## config.mk

```make
export PLATFORM = sky130hd
export DESIGN_NAME = traffic_light_monitor
export DESIGN_NICKNAME = d
export VERILOG_FILES = /design/src/rtl/traffic_pkg.sv /design/src/rtl/seg7_decode.sv /design/src/rtl/traffic_light_monitor.sv
export SDC_FILE = /design/constraint.sdc
export NUM_CORES = 1
export LEC_CHECK = 0
export BUFFER_PORTS_ARGS = -buffer_cell sky130_fd_sc_hd__buf_2
export CORE_ASPECT_RATIO = 1.5
export CORE_MARGIN = 4
export CORE_UTILIZATION = 45
export CTS_CLUSTER_SIZE = 30
export DETAILED_ROUTE_END_ITERATION = 6
export PLACE_DENSITY_LB_ADDON = 0.1
export SKIP_CTS_REPAIR_TIMING = 1
export SLEW_MARGIN = 20
export SYNTH_ARGS = -nofsm -noshare
export SYNTH_HDL_FRONTEND = slang
export SYNTH_SLANG_ARGS = --single-unit
```

## constraint.sdc

```tcl
create_clock -name clk -period 2.3 [get_ports clk]
set_input_delay 0.575 -clock clk [delete_from_list [all_inputs] [get_ports clk]]
set_output_delay 0.575 -clock clk [all_outputs]
set_load 0.005 [all_outputs]
```

## src/rtl/traffic_pkg.sv

```systemverilog
`default_nettype none
// ============================================================================
// Module      : traffic_pkg
// Description : Shared types and constants for the traffic light monitor:
//               monitor phase encoding, fault-cause codes, the seven-segment
//               lookup table (bit order a..g, MSB = a) and countdown defaults.
// Revision    : 1.0  initial release
// ============================================================================
package traffic_pkg;

    typedef enum logic [1:0] {
        PH_SYNC  = 2'd0,
        PH_MAIN  = 2'd1,
        PH_CROSS = 2'd2,
        PH_FAULT = 2'd3
    } phase_e;

    localparam logic [2:0] c_fault_none     = 3'd0;
    localparam logic [2:0] c_fault_lamp     = 3'd1;
    localparam logic [2:0] c_fault_seg      = 3'd2;
    localparam logic [2:0] c_fault_mismatch = 3'd3;
    localparam logic [2:0] c_fault_count    = 3'd4;
    localparam logic [2:0] c_fault_phase    = 3'd5;
    localparam logic [2:0] c_fault_wdog     = 3'd6;

    localparam int c_mtimer_default = 7;
    localparam int c_ctimer_default = 5;

    // Element [d] holds the segment pattern for digit d (first listed = 7).
    localparam logic [7:0][6:0] c_seg_table = {
        7'b1110000,  // 7
        7'b1011111,  // 6
        7'b1011011,  // 5
        7'b0110011,  // 4
        7'b1111001,  // 3
        7'b1101101,  // 2
        7'b0110000,  // 1
        7'b1111110   // 0
    };

endpackage
`default_nettype wire

```

## src/rtl/seg7_decode.sv

```systemverilog
`default_nettype none
// ============================================================================
// Module      : seg7_decode
// Description : Combinational seven-segment to digit decoder (0..7).
//               i_code  : 7-bit segment pattern, bit order a..g, active-high
//               o_digit : decoded value (0 when the pattern is illegal)
//               o_valid : 1 when i_code matches one of the eight table entries
// Revision    : 1.0  initial release
// ============================================================================
module seg7_decode
    import traffic_pkg::*;
(
    input  logic [6:0] i_code,
    output logic [2:0] o_digit,
    output logic       o_valid
);

    always_comb begin
        o_digit = 3'd0;
        o_valid = 1'b0;
        for (int i = 0; i < 8; i++) begin
            if (i_code == c_seg_table[i]) begin
                o_digit = 3'(i);
                o_valid = 1'b1;
            end
        end
    end

endmodule
`default_nettype wire

```

## src/rtl/traffic_light_monitor.sv

```systemverilog
`default_nettype none
// ============================================================================
// Module      : traffic_light_monitor
// Description : Observes a two-road traffic light controller on each tick and
//               checks lamp legality, display decoding/agreement, countdown
//               sequencing and phase changes; latches the first fault cause.
// Ports       : clk, reset (async, active-high), tick (count strobe),
//               MG/MR/CG/CR (lamps), displayM/displayC (7-seg, a..g),
//               fault_clear (level) -> digitM/digitC, phase, fault,
//               fault_code, cycle_count (saturating at 255).
// Options     : TICK_WATCHDOG_EN - adds a missing-tick watchdog (code 6)
//               with a window of WDOG_CYCLES clk cycles.
// Revision    : 1.0  initial release
// ============================================================================
module traffic_light_monitor
    import traffic_pkg::*;
#(
    parameter int MTIMER      = c_mtimer_default,
    parameter int CTIMER      = c_ctimer_default,
    parameter int WDOG_CYCLES = 100000000
) (
    input  logic       clk,
    input  logic       reset,
    input  logic       tick,
    input  logic       MG,
    input  logic       MR,
    input  logic       CG,
    input  logic       CR,
    input  logic [6:0] displayM,
    input  logic [6:0] displayC,
    input  logic       fault_clear,
    output logic [2:0] digitM,
    output logic [2:0] digitC,
    output logic [1:0] phase,
    output logic       fault,
    output logic [2:0] fault_code,
    output logic [7:0] cycle_count
);

    phase_e     r_phase;
    logic       r_fault;
    logic [2:0] r_fault_code;
    logic [2:0] r_digit_m;
    logic [2:0] r_digit_c;
    logic [7:0] r_cycle_count;

    logic [2:0] w_dec_m;
    logic [2:0] w_dec_c;
    logic       w_valid_m;
    logic       w_valid_c;
    logic       w_lamp_main;
    logic       w_lamp_cross;
    logic       w_same_set;
    logic [2:0] w_target;
    logic [2:0] w_tick_code;
    logic [2:0] w_new_code;
    logic       w_active;
    logic       w_wdog_fault;

    seg7_decode u_dec_m (
        .i_code  (displayM),
        .o_digit (w_dec_m),
        .o_valid (w_valid_m)
    );

    seg7_decode u_dec_c (
        .i_code  (displayC),
        .o_digit (w_dec_c),
        .o_valid (w_valid_c)
    );

    assign w_lamp_main  = ({MG, MR, CG, CR} == 4'b1001);
    assign w_lamp_cross = ({MG, MR, CG, CR} == 4'b0110);
    assign w_active     = (r_phase != PH_FAULT);
    assign w_same_set   = ((r_phase == PH_MAIN)  && w_lamp_main) ||
                          ((r_phase == PH_CROSS) && w_lamp_cross);
    // Value the new phase's countdown must start from on a lamp-set change.
    assign w_target     = w_lamp_cross ? 3'(CTIMER) : 3'(MTIMER);

    // Fault cause for the current tick sample; earlier branches win, which
    // gives the lowest code priority. Countdown is only checked once synced.
    always_comb begin
        w_tick_code = c_fault_none;
        if (!w_lamp_main && !w_lamp_cross) begin
            w_tick_code = c_fault_lamp;
        end else if (!w_valid_m || !w_valid_c) begin
            w_tick_code = c_fault_seg;
        end else if (displayM != displayC) begin
            w_tick_code = c_fault_mismatch;
        end else if ((r_phase == PH_MAIN) || (r_phase == PH_CROSS)) begin
            if (w_same_set) begin
                if (r_digit_m == 3'd0) begin
                    w_tick_code = c_fault_phase;
                end else if (w_dec_m != (r_digit_m - 3'd1)) begin
                    w_tick_code = c_fault_count;
                end
            end else if ((r_digit_m != 3'd0) || (w_dec_m != w_target)) begin
                w_tick_code = c_fault_phase;
            end
        end
    end

`ifdef TICK_WATCHDOG_EN
    localparam int c_wdog_w = $clog2(WDOG_CYCLES + 1);

    logic [c_wdog_w-1:0] r_wdog_cnt;

    // Held at zero while faulted so a fault_clear does not re-trip at once;
    // saturates at the window so the fault condition stays asserted.
    always_ff @(posedge clk or posedge reset) begin
        if (reset) begin
            r_wdog_cnt <= '0;
        end else if (tick || !w_active) begin
            r_wdog_cnt <= '0;
        end else if (r_wdog_cnt != c_wdog_w'(WDOG_CYCLES)) begin
            r_wdog_cnt <= r_wdog_cnt + 1'b1;
        end
    end

    assign w_wdog_fault = w_active && !tick &&
                          (r_wdog_cnt == c_wdog_w'(WDOG_CYCLES));
`else
    // No watchdog in this build: code 6 is unreachable. The window parameter
    // is folded into a constant-zero term so it remains referenced.
    assign w_wdog_fault = 1'b0 & (WDOG_CYCLES != 0);
`endif

    always_comb begin
        w_new_code = c_fault_none;
        if (w_active && tick && (w_tick_code != c_fault_none)) begin
            w_new_code = w_tick_code;
        end else if (w_wdog_fault) begin
            w_new_code = c_fault_wdog;
        end
    end

    always_ff @(posedge clk or posedge reset) begin
        if (reset) begin
            r_phase       <= PH_SYNC;
            r_fault       <= 1'b0;
            r_fault_code  <= c_fault_none;
            r_digit_m     <= 3'd0;
            r_digit_c     <= 3'd0;
            r_cycle_count <= 8'd0;
        end else begin
            if (!w_active) begin
                // Ticks are ignored here; detection is idle, so a clear
                // request can never collide with a newly detected fault.
                if (fault_clear && (w_new_code == c_fault_none)) begin
                    r_phase      <= PH_SYNC;
                    r_fault      <= 1'b0;
                    r_fault_code <= c_fault_none;
                end
            end else if (w_new_code != c_fault_none) begin
                r_phase      <= PH_FAULT;
                r_fault      <= 1'b1;
                r_fault_code <= w_new_code;
            end else if (tick) begin
                r_phase <= w_lamp_main ? PH_MAIN : PH_CROSS;
                if ((r_phase == PH_CROSS) && w_lamp_main &&
                    (r_cycle_count != 8'd255)) begin
                    r_cycle_count <= r_cycle_count + 8'd1;
                end
            end

            // Displays are tracked on every processed tick, faulting or not;
            // an illegal pattern leaves the previous digit in place.
            if (w_active && tick) begin
                if (w_valid_m) r_digit_m <= w_dec_m;
                if (w_valid_c) r_digit_c <= w_dec_c;
            end
        end
    end

    assign digitM      = r_digit_m;
    assign digitC      = r_digit_c;
    assign phase       = r_phase;
    assign fault       = r_fault;
    assign fault_code  = r_fault_code;
    assign cycle_count = r_cycle_count;

endmodule
`default_nettype wire

```

Yosys cells after proc, flatten, opt, wreduce, memory -nomap -nowiden. Index checks and enable logic that the tools add are counted.

Multipliers: 0. Divide/modulo/power cells: 0. Add/subtract/negate cells: 2. Order comparisons: 0. Muxes and demuxes: 51. Shifts and indexed selects: 0. Equality and inequality tests: 27. Bitwise operators: 1. Reductions and logical operators: 27.

Operator list (count): $eq 7x7->1 const B (12); $mux 3 (20); $eq 7x6->1 const B (4); $mux 1 (21); $mux 2 (10); $reduce_bool 3->1 (3); $add 8x1->8 const B (1); $logic_and 1x1->1 (8); $ne 8x8->1 const B (1); $reduce_and 2->1 (4); $ne 7x7->1 (1); $logic_not 3->1 (2); $ne 3x3->1 (2); $eq 4x3->1 const B (1); $eq 4x4->1 const B (1); $logic_not 1->1 (4); $logic_or 1x1->1 (4); $reduce_and 4->1 (1); $ne 3x2->1 const B (1); $sub 3x1->3 const B (1); $eq 2x1->1 const B (1); $eq 2x2->1 const B (1); $ne 2x1->1 const B (1); $ne 2x2->1 const B (1); 2 further kinds (2).

Bits in latches: 0. Bits in writable memories: 0. Bits of input ports: 22. Bits in registers: 20. Memories: 0. Logic and storage cells: 114. ROM bits: 0.

Logic depth before layout (Yosys ltp). Gate-level depths: netlist of run 1.

Depth in word-level cells: 23. Depth in mapped cells: 9.

Hierarchy. From an unflattened synthesis of run 1, not the netlist that was laid out.

Cell total of the unflattened synthesis: 160. Area total of the unflattened synthesis: 1557.7 µm².

By module, submodules not included: traffic_light_monitor (area each 1234.9 µm², cells an instance 114, times used 1, sequential area each 500.5 µm²); seg7_decode (area each 161.4 µm², cells an instance 23, times used 2, sequential area each 0.0 µm²).

Least setup slack after synthesis of run 1. No wires, ideal clock.

Path kind: input-to-reg. From: input displayC[1]. To: register r_cycle_count[1], in the netlist cycle_count[1]. Setup slack: -0.308 ns. Arrival: 2.481 ns. Required time: 2.172 ns. Cell stages on the path: 8. Library setup time: 0.128 ns. Path through: clkbuf_1 > or4_1 > a21oi_1 > nor4_1 > or3_1 > buf_2 > nor3b_2 > mux2_1.

Cells in the longest elaborated chain, start to end: 19. Elaborated cells on any way between the ends: 28.

Ends and longest elaborated chain: start, declared (RTL line traffic_light_monitor.sv:30) `input logic [6:0] displayC,`; $eq 7x7->1 (RTL line seg7_decode.sv:22) `if (i_code == c_seg_table[i]) begin`; $mux 1 (8 in a row) (RTL line seg7_decode.sv:22); $logic_not 1->1 (RTL line traffic_light_monitor.sv:86) `end else if (!w_valid_m || !w_valid_c) begin`; $logic_or 1x1->1 (RTL line traffic_light_monitor.sv:86); $mux 3 * (RTL line traffic_light_monitor.sv:86); $mux 3 * (RTL line traffic_light_monitor.sv:84) `if (!w_lamp_main && !w_lamp_cross) begin`; $reduce_bool 3->1 (RTL line traffic_light_monitor.sv:130) `if (w_active && tick && (w_tick_code != c_fault_none)) begin`; $logic_and 1x1->1 (RTL line traffic_light_monitor.sv:130); $mux 3 * (RTL line traffic_light_monitor.sv:130); $reduce_bool 3->1 * (RTL line traffic_light_monitor.sv:154) `end else if (w_new_code != c_fault_none) begin`; $not 1->1 (no source line) *; $reduce_and 4->1 (no source line) *; end signal, assigned (RTL line traffic_light_monitor.sv:162) `r_cycle_count <= r_cycle_count + 8'd1;`; end, declared (RTL line traffic_light_monitor.sv:45) `logic [7:0] r_cycle_count;`.

Every way passes the cells marked *; elsewhere a longest branch is shown, timed or not. A chain may end at the register's enable or synchronous reset.

Worst setup path in the final report of run 1.
From: input displayM[4]. To: register r_cycle_count[5], in the netlist cycle_count[5].

Cells in the longest elaborated chain, start to end: 22. Elaborated cells on any way between the ends: 43.

Ends and longest elaborated chain: start, declared (RTL line traffic_light_monitor.sv:29) `input logic [6:0] displayM,`; $eq 7x6->1 (RTL line seg7_decode.sv:22); $mux 1 (RTL line seg7_decode.sv:22); $mux 2 (2 in a row) (RTL line seg7_decode.sv:22); $mux 3 (4 in a row) (RTL line seg7_decode.sv:22); $ne 3x3->1, on equally long branches (RTL line traffic_light_monitor.sv:94, traffic_light_monitor.sv:97); $mux 3 / $logic_or 1x1->1 (equally long branches) (RTL line traffic_light_monitor.sv:94, traffic_light_monitor.sv:97); $mux 3, on equally long branches (RTL line traffic_light_monitor.sv:92, traffic_light_monitor.sv:97); $mux 3 (RTL line traffic_light_monitor.sv:91) `if (w_same_set) begin`; [2 not listed]; $mux 3 * (RTL line traffic_light_monitor.sv:86); $mux 3 * (RTL line traffic_light_monitor.sv:84); $reduce_bool 3->1 (RTL line traffic_light_monitor.sv:130); $logic_and 1x1->1 (RTL line traffic_light_monitor.sv:130); $mux 3 * (RTL line traffic_light_monitor.sv:130); $reduce_bool 3->1 * (RTL line traffic_light_monitor.sv:154); $not 1->1 (no source line) *; $reduce_and 4->1 (no source line) *.

Marks and branches as above.

==> flow_metrics.py, run 1 <==
metrics = {
    "run_status": {
        "status": "finished, violations left",
        "violations": "setup timing",
    },
    "pwr": {
        "power_per_cell_area_nw_per_um2": 647,
        "finalPower_mw": 1.54,
        "power.ir.vdd_worst_uv": 333,
        "power.leakage_nw": 1.23,
    },
    "drt": {
        "post-route-drc-count": 0,
        "route.vias.total": 1733,
        "drt-initial-drc-count": 56,
        "routed_via_density": 5.66,
        "drtPass1Iterations": 5,
        "routed_wirelength_mm": 4.71,
        "wl_per_cell_um": 15.4,
        "postRouteAntennaNets": 0,
    },
    "cells_and_area": {
        "nFillCells": 266,
        "nNetsFinal": 294,
        "layout-drive-gt1-share_pct": 42.0,
        "utilization_pct": 68.5,
        "num_antenna_cells": 0,
        "syn_to_final_growth_pct": 42.8,
    },
    "synth": {
        "yosys_warnings": 0,
        "yosysSeqAreaShare_pct": 30.0,
        "synth_enable_flop_cells": 0,
        "synth_area_um2": 1670,
        "post-synth-top-area-cell": "dfrtp_1",
        "synthTopCellsByArea": "dfrtp_1 30%, xor2_1 7.9%, ha_1 4.5%, nand2_1 4.5%, nor4b_2 3.6%",
        "synthesis.nets": 216,
        "synthArstFlopShare_pct": 100,
        "post_synthesis_sequential_element_count": 20,
        "synth_top_area_share_pct": 30.0,
        "synth_flop_cell": "dfrtp_1",
        "mean_instance_size_in_the_synthesized_netlist_um2": 8.88,
        "syn_inst": 188,
        "synth_cell_types": 50,
    },
    "floorplan": {
        "die-height_um": 82.6,
        "fp-row-count": 26,
        "ioPinCount": 42,
        "floorplan.core_area_um2": 3480,
        "die_w_um": 57.7,
        "die-area_um2": 4770,
        "initial_utilization_pct": 48.0,
    },
    "worst_setup_path": {
        "path_class": "in -> reg",
        "cpPeakStageDelay_ps": 400,
        "reg2reg_setup_slack_ps": 160,
        "endpoint_kind": "flip-flop",
        "reg2regPathDepth": 9,
        "cell_repeated_most_along_the_worst_path": "xor2_1",
        "slowest_stage": "o41ai_2",
        "crit-reg2reg-launch": "digitM[0]$_DFFE_PP0P_",
        "crit_path_cell_trace": "buf_8 -> nor4bb_4 -> and3_4 -> buf_6 -> a311oi_2 -> xor2_1 -> o41ai_2 -> buf_4 -> nor4b_4 -> xor2_1",
        "critical_path.max_fanout": 7,
        "critical_path_required_ps": 2470,
        "cp.arrival_ps": 2570,
        "start_kind": "input port",
        "r2r-end": "cycle_count[5]$_DFFE_PP0P_",
    },
    "timing": {
        "max_clk_rate_mhz": 416,
        "worst_slew_margin_rel_pct": 47.7,
        "final_min_period_over_clock_period_pct": 105,
        "setup_ws_final_ps": -104,
        "timing.final.crit_period_ps": 2400,
        "rsz0062_at_grt": "true",
        "final-setup-viol-count": 13,
        "worstMarginPinSlew_ps": 784,
        "hold_violations": 0,
        "clock-skew-final_ps": 1.72,
        "final_report_max_slew_violation_count": 0,
        "holdWs_ps": 457,
    },
    "global_routing": {
        "antenna_found_initial": 0,
        "grt_util_all_layers_pct": 19.9,
        "grt_pass1_wl_mm": 7.47,
        "overflow": 0,
        "grt_max_degree": 21,
        "vias_in_the_first_global_route": 1795,
    },
    "clock_network": {
        "cts_buffers": 3,
        "ctsLongestPathBuffers": 2,
        "cts_tree": "done",
        "worstSkewPairLatency_ps": 250,
        "clkSlewWorstSetupHoldPaths_ps": 70,
        "clock-sinks": 20,
        "cts_max_level": 1,
        "root_buffer": "clkbuf_8",
    },
    "placed_design": {
        "dp_worst_setup_slack_ps": -398,
        "gp_congestion": 0.905,
        "half_perimeter_wire_length_of_the_detailed_placement_result_mm": 3.75,
        "numPortBuffers": 41,
    },
    "flow_run": {
        "max_cap_viol_count": 0,
    },
    "hold_path": {
        "min_path_type": "in -> async",
    },
}
-- kinds of logic after synthesis --
logic type,after synthesis,synth area share (%)
and+or+nand+nor,86,34.8
xor gates and xnor gates,19,9.96
DFF,20,30.0
adders and majority gates,6,4.49
AOI/OAI and AO/OA,35,14.3
muxes,1,0.674
buffers and inverters,21,5.77
-- synthesized netlist by cell type, drive strengths merged, types with 2 or more instances --
library cell and number:
xnor2 4, xor2 15, nand4 5, nor3 2
buf 6, dfrtp 20, and3 5, nand2b 3
nor4 3, ha 6, and4 2, inv 11
nand2 20, or4 2, and2 3, a21oi 9
nand4b 2, or3 2, o41ai 3, nor2b 3
nor2 7, and4bb 2, a41oi 2, or3b 2
nand3b 3, a31oi 3, clkbuf 4, nand3 4
and4b 4, nor4b 6, nor3b 3, o21ai 10
-- layer usage --
layer / up-vias / global-route usage [%] / share of wire, %
met5: - / 0 / 0
met4: 0 / 10.9 / 3.3
met3: 14 / 2.02 / 3.9
met2: 50 / 41.0 / 57
met1: 826 / 18.3 / 36
li1: 843 / - / -
-- worst max-delay path, delay by kind of cell --
family / cells / cell delay [ps]
xor gates and xnor gates: 2 / 350
buffers and inverters: 3 / 420
and+or+nand+nor: 3 / 540
AOI/OAI and AO/OA: 2 / 680
-- power by group --
group          total, mW  internal [mW]  switching [mW]
registers          0.487          0.421          0.0659
logic              0.830          0.438           0.392
clock network      0.226          0.117           0.109
total               1.54          0.976           0.567
-- area by class of cell --
class	count	area (um2)	share of cell area, %
multi-input combinational	147	1180	49.5
timing repair buffer	83	569	23.9
sequential	20	500	21.0
tap	42	52.6	2.20
clock buffer	3	41.3	1.73
inverter	11	41.3	1.73
-- metrics by stage --
step,std cells,cell area (um2),TNS (ps)
after global routing,306,2380,-1670
final,306,2380,-804
after CTS,302,2240,-686
after detailed placement,299,2200,-4030
after floorplan,188,1750,-1120
after global placement,299,2200,-3050
-- sequential cells by signal, summed over array words and instances (netlist names) --
name	flops
cycle_count	8
digitC	3
digitM	3
fault	1
fault_code	3
phase	2
-- how the worst max path moves through the flow --
| stage | from | to | slack, ps | depth (start not counted) |
|---|---|---|---|---|
| final | displayM[4] | cycle_count[5]$_DFFE_PP0P_ | -100 | 10 |
| after global routing | displayM[2] | cycle_count[5]$_DFFE_PP0P_ | -200 | 10 |
| after CTS | displayM[1] | cycle_count[5]$_DFFE_PP0P_ | -140 | 9 |
| after detailed placement | displayM[1] | cycle_count[5]$_DFFE_PP0P_ | -400 | 9 |
| after global placement | displayM[1] | cycle_count[1]$_DFFE_PP0P_ | -300 | 8 |
| after floorplan | displayC[1] | cycle_count[1]$_DFFE_PP0P_ | -230 | 8 |
-- cell usage in the layout (no fill, tap or decap), drive strengths merged, types with 2 or more instances in the layout --
cell type,netlist,routed
nand3b,3,3
nand2b,3,3
inv,11,11
o21ai,10,10
nand4b,2,2
nand2,20,20
and4bb,2,2
nor3b,3,3
ha,6,6
and4,2,2
or4,2,2
a31oi,3,3
xnor2,4,4
dfrtp,20,20
nor4,3,3
a41oi,2,2
nor2b,3,3
and4b,4,4
a21oi,9,9
o41ai,3,3
clkbuf,4,3
or3b,2,2
or3,2,2
nand4,5,5
nor2,7,7
and2,3,3
xor2,15,15
buf,6,83
nand3,4,4
nor3,2,2
nor4b,6,6
and3,5,5
No activity file was read; power rests on OpenSTA's default activity.
==> run 2, diff against run 1 <==
MAX_ROUTING_LAYER = met4   (was default)
SKIP_LAST_GASP = 1   (was default)
SYNTH_HIERARCHICAL = 1   (was default)
==> flow_metrics.py, run 2 <==
metrics = {
    "run_status": {
        "status": "complete, no violations",
    },
    "floorplan": {
        "initial_utilization_pct": 47.9,
        "die-height_um": 80.1,
        "floorplan.core_area_um2": 3250,
        "ioPinCount": 42,
        "die-area_um2": 4490,
        "die_w_um": 56.0,
        "fp-row-count": 25,
    },
    "synth": {
        "synth_top_area_share_pct": 32.1,
        "syn_inst": 160,
        "synthArstFlopShare_pct": 100,
        "mean_instance_size_in_the_synthesized_netlist_um2": 9.74,
        "synthesis.nets": 188,
        "synth_enable_flop_cells": 0,
        "synth_area_um2": 1560,
        "yosysSeqAreaShare_pct": 32.1,
        "yosys_warnings": 6,
        "synth.most_common_cell": "dfrtp_1",
        "post_synthesis_sequential_element_count": 20,
        "synthTopCellsByArea": "dfrtp_1 32%, xor2_1 6.2%, mux2_2 5.1%, xnor2_1 5.1%, ha_1 4.8%",
        "post-synth-top-area-cell": "dfrtp_1",
        "yosys-top-cells-count": "20 x dfrtp_1, 13 x nand2_1, 11 x xor2_1",
        "synth_cell_types": 44,
        "synth_flop_cell": "dfrtp_1",
    },
    "timing": {
        "timing.final.crit_period_ps": 2240,
        "rsz0062_at_grt": "true",
        "hold_violations": 0,
        "final_report_max_slew_violation_count": 0,
        "worst_slew_margin_rel_pct": 49.9,
        "final-setup-viol-count": 0,
        "worstMarginPinSlew_ps": 751,
        "clock-skew-final_ps": 1.63,
        "final_min_period_over_clock_period_pct": 97.6,
        "max_clk_rate_mhz": 446,
    },
    "drt": {
        "route.vias.total": 1574,
        "drt-initial-drc-count": 39,
        "routed_wirelength_mm": 4.24,
        "drtPass1Iterations": 4,
        "postRouteAntennaNets": 0,
        "post-route-drc-count": 0,
        "routed_via_density": 5.54,
        "wl_per_cell_um": 14.9,
    },
    "worst_setup_path": {
        "path_class": "in -> reg",
        "cp.arrival_ps": 2390,
        "reg2regPathDepth": 7,
        "start_kind": "input port",
        "critical_path.max_fanout": 8,
        "endpoint_kind": "flip-flop",
        "critical_path_required_ps": 2450,
    },
    "clock_network": {
        "cts_tree": "done",
        "root_buffer": "clkbuf_8",
        "ctsLongestPathBuffers": 2,
        "cts_max_level": 1,
        "clock-sinks": 20,
        "cts_buffers": 3,
        "worstSkewPairLatency_ps": 260,
        "clkSlewWorstSetupHoldPaths_ps": 70,
    },
    "pwr": {
        "switching_power_mw": 0.410,
        "cell_internal_pwr_mw": 0.807,
        "combinationalPowerShare_pct": 42.8,
        "power_per_cell_area_nw_per_um2": 525,
        "seq_power_share_pct": 35.7,
        "power.ir.vdd_worst_uv": 519,
        "clock_network_fraction_of_design_power_pct": 21.5,
        "power.leakage_nw": 1.17,
        "sw_frac_of_total_pct": 33.7,
    },
    "cells_and_area": {
        "fin_cells": 284,
        "num_antenna_cells": 0,
        "layout-drive-gt1-share_pct": 49.2,
        "nNetsFinal": 273,
        "max_reg_flops": 8,
        "mostFrequentLayoutCells": "40 x buf_4, 34 x buf_2, 20 x dfrtp_1",
        "layout.cell_area.non_filler_um2": 2320,
        "layout.cells.most_common": "buf_4",
        "utilization_pct": 71.3,
        "syn_to_final_growth_pct": 48.8,
    },
    "global_routing": {
        "vias_in_the_first_global_route": 1604,
        "grt_max_degree": 21,
        "overflow": 0,
        "antenna_found_initial": 0,
        "grt_util_all_layers_pct": 19.7,
        "grt_pass1_wl_mm": 7.05,
    },
    "placed_design": {
        "half_perimeter_wire_length_of_the_detailed_placement_result_mm": 3.26,
        "gp_congestion": 0.874,
        "numPortBuffers": 41,
        "dp.cells": 276,
        "placed_cell_area_um2": 2090,
    },
    "flow_run": {
        "max_cap_viol_count": 0,
    },
    "hold_path": {
        "min_path_type": "in -> async",
    },
}
run 2: per-layer routing:
layer	global-route usage (%)	up-vias	share of wire, %
met5	-	-	0
met4	6.65	0	1.8
met3	2.41	8	4.4
met2	36.5	39	54
met1	21.6	757	39
li1	-	770	-
run 2: worst max-delay path: stages:
cell and delay (ps):
buf_8 110, and3b_2 220, a32oi_4 200, nand2_2 110, xnor2_2 150, mux2i_1 130, nor4_2 300, o21a_2 250
mux2_2 340
run 2: worst paths after layout:
kind	startpoint	to	slack (ps)
hold reg to reg	cycle_count[7]$_DFFE_PP0P_	cycle_count[7]$_DFFE_PP0P_	500
max in group asynchronous	reset	cycle_count[6]$_DFFE_PP0P_	1390
min in group clk	cycle_count[7]$_DFFE_PP0P_	cycle_count[7]$_DFFE_PP0P_	500
setup reg to reg	digitM[0]$_DFFE_PP0P_	cycle_count[1]$_DFFE_PP0P_	290
hold / removal	reset	fault_code[0]$_DFFE_PP0P_	440
setup / recovery	displayM[6]	cycle_count[1]$_DFFE_PP0P_	60
run 2: area by class of cell:
cell class | count | area [um2]
clock buffers | 4 | 55.1
fillers | 277 | 935
inverters | 7 | 26.3
multi-input cells | 131 | 1120
flip-flops and latches | 20 | 500
well taps | 40 | 50.0
repair buffers | 82 | 564
run 2: metrics by stage:
step           TNS (ps)  power, mW  hold slack (ps)  setup WS, ps
4_1_cts            -117       1.16              465         -71.6
5_1_grt            -214       1.31              490         -71.1
6_report              0       1.22              437          55.8
3_3_place_gp      -3000      0.876              474          -291
2_1_floorplan         0      0.677              481          15.1
3_5_place_dp      -3430      0.888              477          -345
run 2: cell families (layout without fill, tap and decap cells):
| kind of cell | after synthesis | after routing | synth area share (%) |
|---|---|---|---|
| AND/OR/NAND/NOR | 71 | 71 | 29.9 |
| buffers and inverters | 9 | 93 | 2.41 |
| XOR/XNOR | 20 | 20 | 11.2 |
| multiplexers | 8 | 8 | 5.70 |
| flip-flops | 20 | 20 | 32.1 |
| AO/OA/AOI/OAI | 26 | 26 | 13.8 |
| adder cells (fa/ha/maj) | 6 | 6 | 4.82 |
run 2: power groups by stage:
stage               Clock [mW]  Combinational [mW]  Sequential (mW)
global route             0.287               0.575            0.444
global placement             0               0.437            0.439
detailed placement           0               0.444            0.444
CTS                      0.268               0.451            0.436
floorplan                    0               0.234            0.443
finish                   0.262               0.520            0.435
==> run 3, diff against run 2 <==
PLACE_DENSITY = 0.79   (was default)
PLACE_DENSITY_LB_ADDON = default   (was 0.1)
SKIP_CTS_REPAIR_TIMING = default   (was 1)
==> flow_metrics.py, run 3 (synthesis results as in run 2) <==
metrics = {
    "run_status": {
        "status": "complete, no violations",
    },
    "placed_design": {
        "half_perimeter_wire_length_of_the_detailed_placement_result_mm": 3.14,
        "placed_cell_area_um2": 2090,
        "dp.cells": 277,
        "dp_worst_setup_slack_ps": -352,
        "numPortBuffers": 41,
        "gp_congestion": 0.826,
    },
    "timing": {
        "worst_slew_margin_rel_pct": 52.6,
        "fin_setup_tns_ps": 0,
        "worstMarginPinSlew_ps": 710,
        "hold_violations": 0,
        "timing.final.crit_period_ps": 2290,
        "clock-skew-final_ps": 3.40,
        "rsz0062_at_grt": "true",
        "final_min_period_over_clock_period_pct": 99.7,
        "setup_ws_final_ps": 7.21,
        "final_report_max_slew_violation_count": 0,
        "holdWs_ps": 419,
        "final-setup-viol-count": 0,
        "max_clk_rate_mhz": 436,
    },
    "worst_setup_path": {
        "path_class": "in -> reg",
        "start_kind": "input port",
        "critical_path.max_fanout": 8,
        "endpoint_kind": "flip-flop",
        "critical_path_required_ps": 2450,
        "cp.arrival_ps": 2440,
    },
    "pwr": {
        "power_per_cell_area_nw_per_um2": 531,
        "power.ir.vdd_worst_uv": 596,
        "finalPower_mw": 1.21,
        "power.leakage_nw": 1.14,
    },
    "cells_and_area": {
        "layout.cell_area.non_filler_um2": 2270,
        "utilization_pct": 69.9,
        "layout-drive-gt1-share_pct": 48.8,
        "layout.cells.most_common": "buf_4",
        "mostFrequentLayoutCells": "40 x buf_4, 36 x buf_2, 20 x dfrtp_1",
        "num_antenna_cells": 0,
        "max_reg_flops": 8,
        "nNetsFinal": 271,
        "syn_to_final_growth_pct": 46.0,
        "fin_cells": 282,
    },
    "clock_network": {
        "root_buffer": "clkbuf_8",
        "cts_max_level": 1,
        "clkSlewWorstSetupHoldPaths_ps": 70,
        "cts_tree": "done",
        "ctsLongestPathBuffers": 2,
        "cts_buffers": 3,
        "clock-sinks": 20,
        "worstSkewPairLatency_ps": 260,
        "postCtsHoldBufs": 0,
    },
    "floorplan": {
        "floorplan.core_area_um2": 3250,
        "die-height_um": 80.1,
        "fp-row-count": 25,
        "initial_utilization_pct": 47.9,
        "die_w_um": 56.0,
        "ioPinCount": 42,
        "die-area_um2": 4490,
    },
    "global_routing": {
        "grt_util_all_layers_pct": 18.9,
        "grt_max_degree": 21,
        "vias_in_the_first_global_route": 1572,
        "grt_pass1_wl_mm": 6.73,
        "antenna_found_initial": 0,
        "overflow": 0,
    },
    "drt": {
        "postRouteAntennaNets": 0,
        "drtPass1Iterations": 4,
        "wl_per_cell_um": 15.0,
        "routed_wirelength_mm": 4.24,
        "post-route-drc-count": 0,
        "routed_via_density": 5.52,
        "drt-initial-drc-count": 63,
        "route.vias.total": 1556,
    },
    "flow_run": {
        "max_cap_viol_count": 0,
    },
    "hold_path": {
        "min_path_type": "in -> async",
    },
}
-- run 3: cell types whose count changed in the layout (fill, tap and decap cells not counted), sizes merged --
cell,change
buf,-2
-- run 3: report_power, final --
part           leakage, nW  internal, mW  switching, mW
logic                0.849         0.246          0.261
clock network       0.0288         0.153          0.110
registers            0.266         0.398         0.0401
total                 1.14         0.796          0.411
-- run 3: layout make-up --
| type | count | area, um2 |
|---|---|---|
| Fill cell | 257 | 978 |
| Tap cell | 40 | 50.0 |
| Sequential cell | 20 | 500 |
| Inverter | 7 | 26.3 |
| Multi-Input combinational cell | 131 | 1110 |
| Clock buffer | 4 | 55.1 |
| Timing Repair Buffer | 80 | 529 |
-- run 3: worst max-delay path, cell delays in order --
cell,delay (ps)
buf_8,100
and4b_2,260
a32oi_4,200
nand2_2,110
xnor2_2,180
mux2i_1,100
nor4_2,320
o21a_2,280
mux2_4,310
-- run 3: timing repair --
item,in CTS,in global routing
cloned,0,0
hold endpoints to repair,0,0
gates resized for setup,2,32
pin swaps,2,16
endpoints found under the setup margin,8,13
setup buffers,0,1
-- run 3: final timing paths --
| kind | cells after the start | slack [ps] | start | end |
|---|---|---|---|---|
| worst max-delay path | 9 | 7 | displayM[4] | cycle_count[1]$_DFFE_PP0P_ |
| worst min-delay path | 2 | 420 | reset | cycle_count[5]$_DFFE_PP0P_ |
| worst max register to register | 8 | 240 | phase[0]$_DFFE_PP0P_ | phase[0]$_DFFE_PP0P_ |
| worst min register to register | 1 | 490 | cycle_count[7]$_DFFE_PP0P_ | cycle_count[7]$_DFFE_PP0P_ |
| max in group asynchronous | 2 | 1430 | reset | phase[1]$_DFFE_PP0P_ |
| min in group clk | 1 | 490 | cycle_count[7]$_DFFE_PP0P_ | cycle_count[7]$_DFFE_PP0P_ |
-- run 3: layer usage --
layer	global-route usage (%)	part of all wire (%)	up-vias
li1	-	-	769
met2	34.2	55	40
met5	-	0	-
met1	20.7	39	735
met3	1.61	3.9	12
met4	9.03	2.6	0
